==> config.mk <==
export PLATFORM = sky130hd
export DESIGN_NAME = mem_access_unit
export DESIGN_NICKNAME = d
export VERILOG_FILES = /design/src/rtl/mem_access_unit_pkg.sv /design/src/rtl/mem_access_unit_load_extract.sv /design/src/rtl/mem_access_unit.sv
export SDC_FILE = /design/constraint.sdc
export NUM_CORES = 1
export LEC_CHECK = 0
export ABC_CLOCK_PERIOD_IN_PS = 3400
export CAP_MARGIN = 10
export CORE_MARGIN = 8
export CORE_UTILIZATION = 45
export CTS_BUF_LIST = sky130_fd_sc_hd__clkbuf_16
export DETAILED_ROUTE_END_ITERATION = 12
export PLACE_DENSITY = 0.89
export SYNTH_ARGS = -nofsm -noshare
export SYNTH_HDL_FRONTEND = slang
export SYNTH_SLANG_ARGS = --single-unit
==> constraint.sdc <==
create_clock -name clk -period 3.4 [get_ports clk]
set_clock_uncertainty 0.1 [all_clocks]
set_input_delay 0.68 -clock clk [delete_from_list [all_inputs] [get_ports clk]]
set_output_delay 0.68 -clock clk [all_outputs]
set_load 0.02 [all_outputs]
==> src/rtl/mem_access_unit_pkg.sv <==
// Shared constants for the load/store unit: access-flag bit positions, FSM encoding, defaults.
package mem_access_unit_pkg;

  localparam int unsigned XlenDefault          = 32;
  localparam int unsigned XregAddrWidthDefault = 5;

  // Bit positions in the one-hot load flag {LHU,LBU,LW,LH,LB}
  localparam int unsigned LbBit  = 0;
  localparam int unsigned LhBit  = 1;
  localparam int unsigned LwBit  = 2;
  localparam int unsigned LbuBit = 3;
  localparam int unsigned LhuBit = 4;

  // Bit positions in the one-hot store flag {SW,SH,SB}
  localparam int unsigned SbBit = 0;
  localparam int unsigned ShBit = 1;
  localparam int unsigned SwBit = 2;

  typedef enum logic [1:0] {
    StIdle  = 2'b00,
    StReq   = 2'b01,
    StWaitR = 2'b10
  } mau_state_e;

  // A conflicting load+store request is routed down the same error path as a misalignment.
  function automatic logic is_misaligned(input logic [4:0] ld, input logic [2:0] st,
                                         input logic [1:0] off);
    logic half, word;
    half = ld[LhBit] | ld[LhuBit] | st[ShBit];
    word = ld[LwBit] | st[SwBit];
    return ((|ld) & (|st)) | (half & off[0]) | (word & (off != 2'b00));
  endfunction

endpackage

==> src/rtl/mem_access_unit_load_extract.sv <==
// Selects the addressed byte/halfword of a read word and sign- or zero-extends it.
module load_extract
  import mem_access_unit_pkg::*;
#(
  parameter int unsigned XLEN = XlenDefault
) (
  input  logic [XLEN-1:0] rdata,
  input  logic [1:0]      offset,
  input  logic [4:0]      load_flag,
  output logic [XLEN-1:0] data
);

  logic [7:0]  byte_sel;
  logic [15:0] half_sel;

  always_comb begin
    byte_sel = rdata[{offset, 3'b000} +: 8];
    half_sel = rdata[{offset[1], 4'b0000} +: 16];
    data     = rdata;
    unique case (1'b1)
      load_flag[LbBit]:  data = {{(XLEN-8){byte_sel[7]}}, byte_sel};
      load_flag[LbuBit]: data = {{(XLEN-8){1'b0}}, byte_sel};
      load_flag[LhBit]:  data = {{(XLEN-16){half_sel[15]}}, half_sel};
      load_flag[LhuBit]: data = {{(XLEN-16){1'b0}}, half_sel};
      default:           data = rdata;
    endcase
  end

endmodule

==> src/rtl/mem_access_unit.sv <==
// Memory-access stage: passes ALU results to writeback, or runs one load/store over a
// req/gnt/rvalid data-memory port with lane steering, extension and misalignment trapping.
module mem_access_unit
  import mem_access_unit_pkg::*;
#(
  parameter int unsigned XLEN           = XlenDefault,
  parameter int unsigned XREG_ADDRWIDTH = XregAddrWidthDefault
) (
  input  logic                      clk,
  input  logic                      rst_n,
  input  logic                      ex_valid_in,
  output logic                      ex_ready_out,
  input  logic [XLEN-1:0]           ex_result_in,
  input  logic                      rd_en_in,
  input  logic [XREG_ADDRWIDTH-1:0] rd_addr_in,
  input  logic [4:0]                load_flag_in,
  input  logic [2:0]                store_flag_in,
  input  logic [XLEN-1:0]           store_data_in,
  output logic                      dmem_req,
  output logic                      dmem_we,
  output logic [XLEN-1:0]           dmem_addr,
  output logic [XLEN-1:0]           dmem_wdata,
  output logic [3:0]                dmem_wstrb,
  input  logic                      dmem_gnt,
  input  logic                      dmem_rvalid,
  input  logic [XLEN-1:0]           dmem_rdata,
  output logic                      wb_valid,
  output logic                      wb_en,
  output logic [XREG_ADDRWIDTH-1:0] wb_addr,
  output logic [XLEN-1:0]           wb_data,
  output logic                      misalign_err
);

  mau_state_e state_q, state_d;

  logic [XLEN-1:0]           addr_q, addr_d, wdata_q, wdata_d, wb_data_q, wb_data_d;
  logic [3:0]                wstrb_q, wstrb_d;
  logic [1:0]                off_q, off_d;
  logic [4:0]                ld_q, ld_d;
  logic                      we_q, we_d, rd_en_q, rd_en_d;
  logic [XREG_ADDRWIDTH-1:0] rd_addr_q, rd_addr_d, wb_addr_q, wb_addr_d;
  logic                      wb_valid_q, wb_valid_d, wb_en_q, wb_en_d, mis_q, mis_d;

  logic            accept, is_mem, bad;
  logic [XLEN-1:0] lane_wdata, ld_data;
  logic [3:0]      lane_wstrb;

  assign accept = ex_valid_in & ex_ready_out;
  assign is_mem = (|load_flag_in) | (|store_flag_in);
  assign bad    = is_misaligned(load_flag_in, store_flag_in, ex_result_in[1:0]);

  load_extract #(
    .XLEN(XLEN)
  ) u_load_extract (
    .rdata    (dmem_rdata),
    .offset   (off_q),
    .load_flag(ld_q),
    .data     (ld_data)
  );

  // Store data is replicated across lanes; the strobe picks the lane actually written.
  always_comb begin
    lane_wdata = store_data_in;
    lane_wstrb = 4'b1111;
    if (store_flag_in[SbBit]) begin
      lane_wdata = {(XLEN/8){store_data_in[7:0]}};
      lane_wstrb = 4'b0001 << ex_result_in[1:0];
    end else if (store_flag_in[ShBit]) begin
      lane_wdata = {(XLEN/16){store_data_in[15:0]}};
      lane_wstrb = ex_result_in[1] ? 4'b1100 : 4'b0011;
    end
  end

  always_ff @(posedge clk or negedge rst_n) begin
    if (!rst_n) state_q <= StIdle;
    else        state_q <= state_d;
  end

  always_comb begin
    state_d = state_q;
    unique case (state_q)
      StIdle:  if (accept && is_mem && !bad) state_d = StReq;
      StReq:   if (dmem_gnt) state_d = (we_q || dmem_rvalid) ? StIdle : StWaitR;
      StWaitR: if (dmem_rvalid) state_d = StIdle;
      default: state_d = StIdle;
    endcase
  end

  always_comb begin
    ex_ready_out = (state_q == StIdle);
    dmem_req     = (state_q == StReq);
    dmem_we      = (state_q == StReq) & we_q;
  end

  always_comb begin
    addr_d     = addr_q;
    off_d      = off_q;
    wdata_d    = wdata_q;
    wstrb_d    = wstrb_q;
    ld_d       = ld_q;
    we_d       = we_q;
    rd_en_d    = rd_en_q;
    rd_addr_d  = rd_addr_q;
    wb_addr_d  = wb_addr_q;
    wb_data_d  = wb_data_q;
    wb_valid_d = 1'b0;
    wb_en_d    = 1'b0;
    mis_d      = 1'b0;
    unique case (state_q)
      StIdle: begin
        if (accept) begin
          if (!is_mem || bad) begin
            wb_valid_d = 1'b1;
            wb_en_d    = !is_mem & rd_en_in;
            mis_d      = is_mem;
            wb_addr_d  = rd_addr_in;
            wb_data_d  = ex_result_in;
          end else begin
            addr_d    = {ex_result_in[XLEN-1:2], 2'b00};
            off_d     = ex_result_in[1:0];
            wdata_d   = lane_wdata;
            wstrb_d   = lane_wstrb;
            ld_d      = load_flag_in;
            we_d      = |store_flag_in;
            rd_en_d   = rd_en_in;
            rd_addr_d = rd_addr_in;
          end
        end
      end
      StReq: begin
        if (dmem_gnt && (we_q || dmem_rvalid)) begin
          wb_valid_d = 1'b1;
          if (!we_q) begin
            wb_en_d   = rd_en_q;
            wb_addr_d = rd_addr_q;
            wb_data_d = ld_data;
          end
        end
      end
      StWaitR: begin
        if (dmem_rvalid) begin
          wb_valid_d = 1'b1;
          wb_en_d    = rd_en_q;
          wb_addr_d  = rd_addr_q;
          wb_data_d  = ld_data;
        end
      end
      default: ;
    endcase
  end

  always_ff @(posedge clk or negedge rst_n) begin
    if (!rst_n) begin
      addr_q     <= '0;
      off_q      <= '0;
      wdata_q    <= '0;
      wstrb_q    <= '0;
      ld_q       <= '0;
      we_q       <= 1'b0;
      rd_en_q    <= 1'b0;
      rd_addr_q  <= '0;
      wb_addr_q  <= '0;
      wb_data_q  <= '0;
      wb_valid_q <= 1'b0;
      wb_en_q    <= 1'b0;
      mis_q      <= 1'b0;
    end else begin
      addr_q     <= addr_d;
      off_q      <= off_d;
      wdata_q    <= wdata_d;
      wstrb_q    <= wstrb_d;
      ld_q       <= ld_d;
      we_q       <= we_d;
      rd_en_q    <= rd_en_d;
      rd_addr_q  <= rd_addr_d;
      wb_addr_q  <= wb_addr_d;
      wb_data_q  <= wb_data_d;
      wb_valid_q <= wb_valid_d;
      wb_en_q    <= wb_en_d;
      mis_q      <= mis_d;
    end
  end

  assign dmem_addr    = addr_q;
  assign dmem_wdata   = wdata_q;
  assign dmem_wstrb   = wstrb_q;
  assign wb_valid     = wb_valid_q;
  assign wb_en        = wb_en_q;
  assign wb_addr      = wb_addr_q;
  assign wb_data      = wb_data_q;
  assign misalign_err = mis_q;

endmodule

==> impl_metrics.py <==
metrics = {
    "power": {
        "clkPwrFrac_pct": 19.9,
        "pwr-share-comb_pct": 53.7,
        "fin_total_pwr_mw": 9.54,
        "ir_drop_v": 0.000477,
        "p_int_mw": 5.97,
        "p_seq_share_pct": 26.4,
        "p_sw_mw": 3.57,
        "switching_share_pct": 37.4,
        "power_density_mw_per_mm2": 1040,
        "static-leakage-power_nw": 3.98,
    },
    "synthesis": {
        "synth-compound-area-share_pct": 12.6,
        "ys_types": 52,
        "synth_ff_type": "dfrtp_1",
        "synth_mux_area_share_pct": 23.2,
        "syn_inst": 557,
        "syn_area_per_cell_um2": 11.1,
        "yosys-top-cells-area": "dfrtp_1 49%, mux2_2 10%, mux2_4 7.3%, mux2i_1 5.7%, o21ai_0 5.0%",
        "yosysMostFrequentCell": "dfrtp_1",
        "yosysWarnings": 0,
        "synth_commonest_cells": "121 x dfrtp_1, 62 x o21ai_0, 58 x nand2_1",
        "synth_top_family_by_area": "multiplexers",
        "synth-simple-area-share_pct": 8.76,
        "ys_seq_area_share_pct": 49.1,
        "synthAdderAreaFrac_pct": 0.811,
        "syn_area_mm2": 0.00617,
        "ys_ff_latch": 121,
        "yosys.area.top_type": "dfrtp_1",
        "synth-xor-area-share_pct": 0,
        "synth_top_area_share_pct": 49.1,
        "synth-async-reset-ratio_pct": 100,
        "synth_edf_count": 0,
    },
    "clock_tree": {
        "cts_root_buf": "clkbuf_16",
        "clockBufferDepth": 2,
        "cts.repair.resized": 0,
        "post-cts-setup-buffers": 0,
        "clkTransAtPathRegs_ns": 0.05,
        "tritoncts": "done",
        "holdBufCountCts": 0,
        "clock_latency_ns": 0.41,
        "cts_sinks": 121,
        "numCtsBuffers": 17,
        "htree_levels": 4,
    },
    "sta": {
        "period_needed_ns": 2.79,
        "hold_violations": 0,
        "tightest_slew_ns": 1.20,
        "rsz0062_at_grt": "false",
        "finalSetupTns_ns": 0,
        "max_slew_margin_pct": 19.6,
        "finalSetupViolCount": 0,
        "finalCritPeriodShare_pct": 82.1,
        "fmaxAchievable_mhz": 358,
        "hold_slack_ns": 0.255,
        "slew_violations": 0,
    },
    "detailed_routing": {
        "drtIter0Drc": 320,
        "drcViolationCount": 0,
        "drt-pass1-iter-count": 5,
        "post_drt_wl_per_cell_um": 21.3,
        "dr_total_vias": 5378,
        "drt-total-wl_mm": 20.5,
        "routed_via_density": 5.58,
        "antenna_left": 0,
    },
    "critical_path": {
        "worstSetupEndpointType": "register",
        "worstSetupPathType": "primary input to register",
        "cp.required_ns": 3.59,
        "worstSetupStartpointType": "primary input",
        "critPathMaxFanout": 7,
        "critical_path_arrival_ns": 2.98,
    },
    "outcome": {
        "outcome": "complete, no violations",
    },
    "die": {
        "die_x_um": 133,
        "rows": 42,
        "start_util_pct": 46.4,
        "top_level_ports": 226,
        "die_h_um": 133,
        "coreArea_mm2": 0.0133,
        "dieArea_mm2": 0.0177,
    },
    "global_route": {
        "antenna_found_initial": 0,
        "grt_usage_pct": 23.4,
        "grt_pass1_wl_mm": 32.4,
        "grt_max_degree": 64,
        "overflow": 0,
        "grt_pass1_vias": 5833,
    },
    "worst_hold_path": {
        "hp-class": "primary input to asynchronous set/reset pin",
    },
    "layout": {
        "finalNonFillerCells": 964,
        "diodes": 0,
        "syn2layout_area_growth_pct": 48.1,
        "finalNetCount": 895,
        "drive_gt1_share_pct": 17.3,
    },
    "place": {
        "dpl.hpwl_mm": 15.6,
        "gp_congestion": 0.879,
        "portBuffers": 223,
        "dp_cells": 933,
    },
    "job": {
        "drv_cap": 0,
    },
}
[sequential cells by signal, summed over array words and instances (netlist names), 4 cells and up]
signal / flops
dmem_addr: 30
dmem_wstrb: 4
rd_addr_q: 5
dmem_wdata: 32
ld_q: 4
wb_addr: 5
wb_data: 32
[critical path, cell delays in order]
cell	delay [ns]
clkdlybuf4s50_1	0.44
or4_4	0.57
o21a_1	0.25
o21ai_2	0.19
o2111a_2	0.31
buf_4	0.22
mux2_4	0.32
[per-layer routing]
| layer | vias up | track usage [%] | share of wire (%) |
|---|---|---|---|
| li1 | 2420 | - | - |
| met1 | 2643 | 25.6 | 38 |
| met2 | 264 | 37.7 | 48 |
| met3 | 51 | 10.3 | 10 |
| met4 | 0 | 12.2 | 3.8 |
| met5 | - | 0 | 0 |
[cell families (layout without fill, tap and decap cells)]
family          after synthesis  after routing
compound gates              134            134
fa+ha+maj                     4              4
buf+inv                      51            281
flops                       121            121
mux                         121            121
other cells                   1              2
simple gates                125            125
[power groups by stage]
stage / Combinational (mW) / Clock (mW) / Sequential [mW]
2_1_floorplan: 2.65 / 0 / 3.09
3_3_place_gp: 4.92 / 0 / 2.47
3_5_place_dp: 5.10 / 0 / 2.52
4_1_cts: 5.13 / 1.93 / 2.51
5_1_grt: 5.45 / 1.98 / 2.59
6_report: 5.12 / 1.90 / 2.52
[per-stage QoR]
| stage | util, % | instance area [um2] | setup WS [ns] |
|---|---|---|---|
| after floorplan | - | 6170 | 0.814 |
| after global placement | 64.1 | 8520 | 0.224 |
| after detailed placement | 64.1 | 8520 | 0.185 |
| after CTS | 68.7 | 9140 | 0.613 |
| after global routing | 68.7 | 9140 | 0.524 |
| final | 68.7 | 9140 | 0.610 |
[area by class of cell]
cell class | count | area [um2]
clock inverters | 14 | 189
fillers | 909 | 4160
well taps | 176 | 220
flip-flops and latches | 121 | 3030
inverters | 12 | 45.0
multi-input cells | 386 | 2820
clock buffers | 17 | 425
repair buffers | 238 | 2400
[layout by cell type (no fill, tap or decap), types with 2 or more instances in the layout]
cell | Yosys | routed
clkdlybuf4s50_1 | 0 | 222
dfrtp_1 | 121 | 121
mux2_4 | 30 | 30
a31oi_1 | 19 | 19
clkbuf_16 | 0 | 17
conb_1 | 1 | 2
bufinv_16 | 0 | 5
clkinv_1 | 0 | 4
nand2b_1 | 2 | 2
nand3_1 | 7 | 7
ha_1 | 4 | 3
o21ai_0 | 62 | 62
mux2_2 | 56 | 56
o21ai_1 | 2 | 2
o221ai_1 | 6 | 6
buf_4 | 9 | 11
inv_1 | 12 | 15
or3_1 | 2 | 2
a21oi_1 | 30 | 30
o211ai_1 | 2 | 2
buf_12 | 3 | 5
mux2i_1 | 35 | 35
nor2_1 | 44 | 44
nand2_1 | 58 | 58
[final timing paths]
path	from	slack (ns)	end	cells after the start
setup / recovery	load_flag_in[1]	0.61	wb_data[11]	7
hold / removal	rst_n	0.25	dmem_addr[6]	1
max in group asynchronous	rst_n	2.10	misalign_err	2
hold reg to reg	dmem_wdata[18]	0.38	dmem_wdata[18]	2
setup reg to reg	off_q[1]	1.00	wb_data[13]	6
min in group clk	dmem_wdata[18]	0.38	dmem_wdata[18]	2
Power figures use the tool's default switching activity.
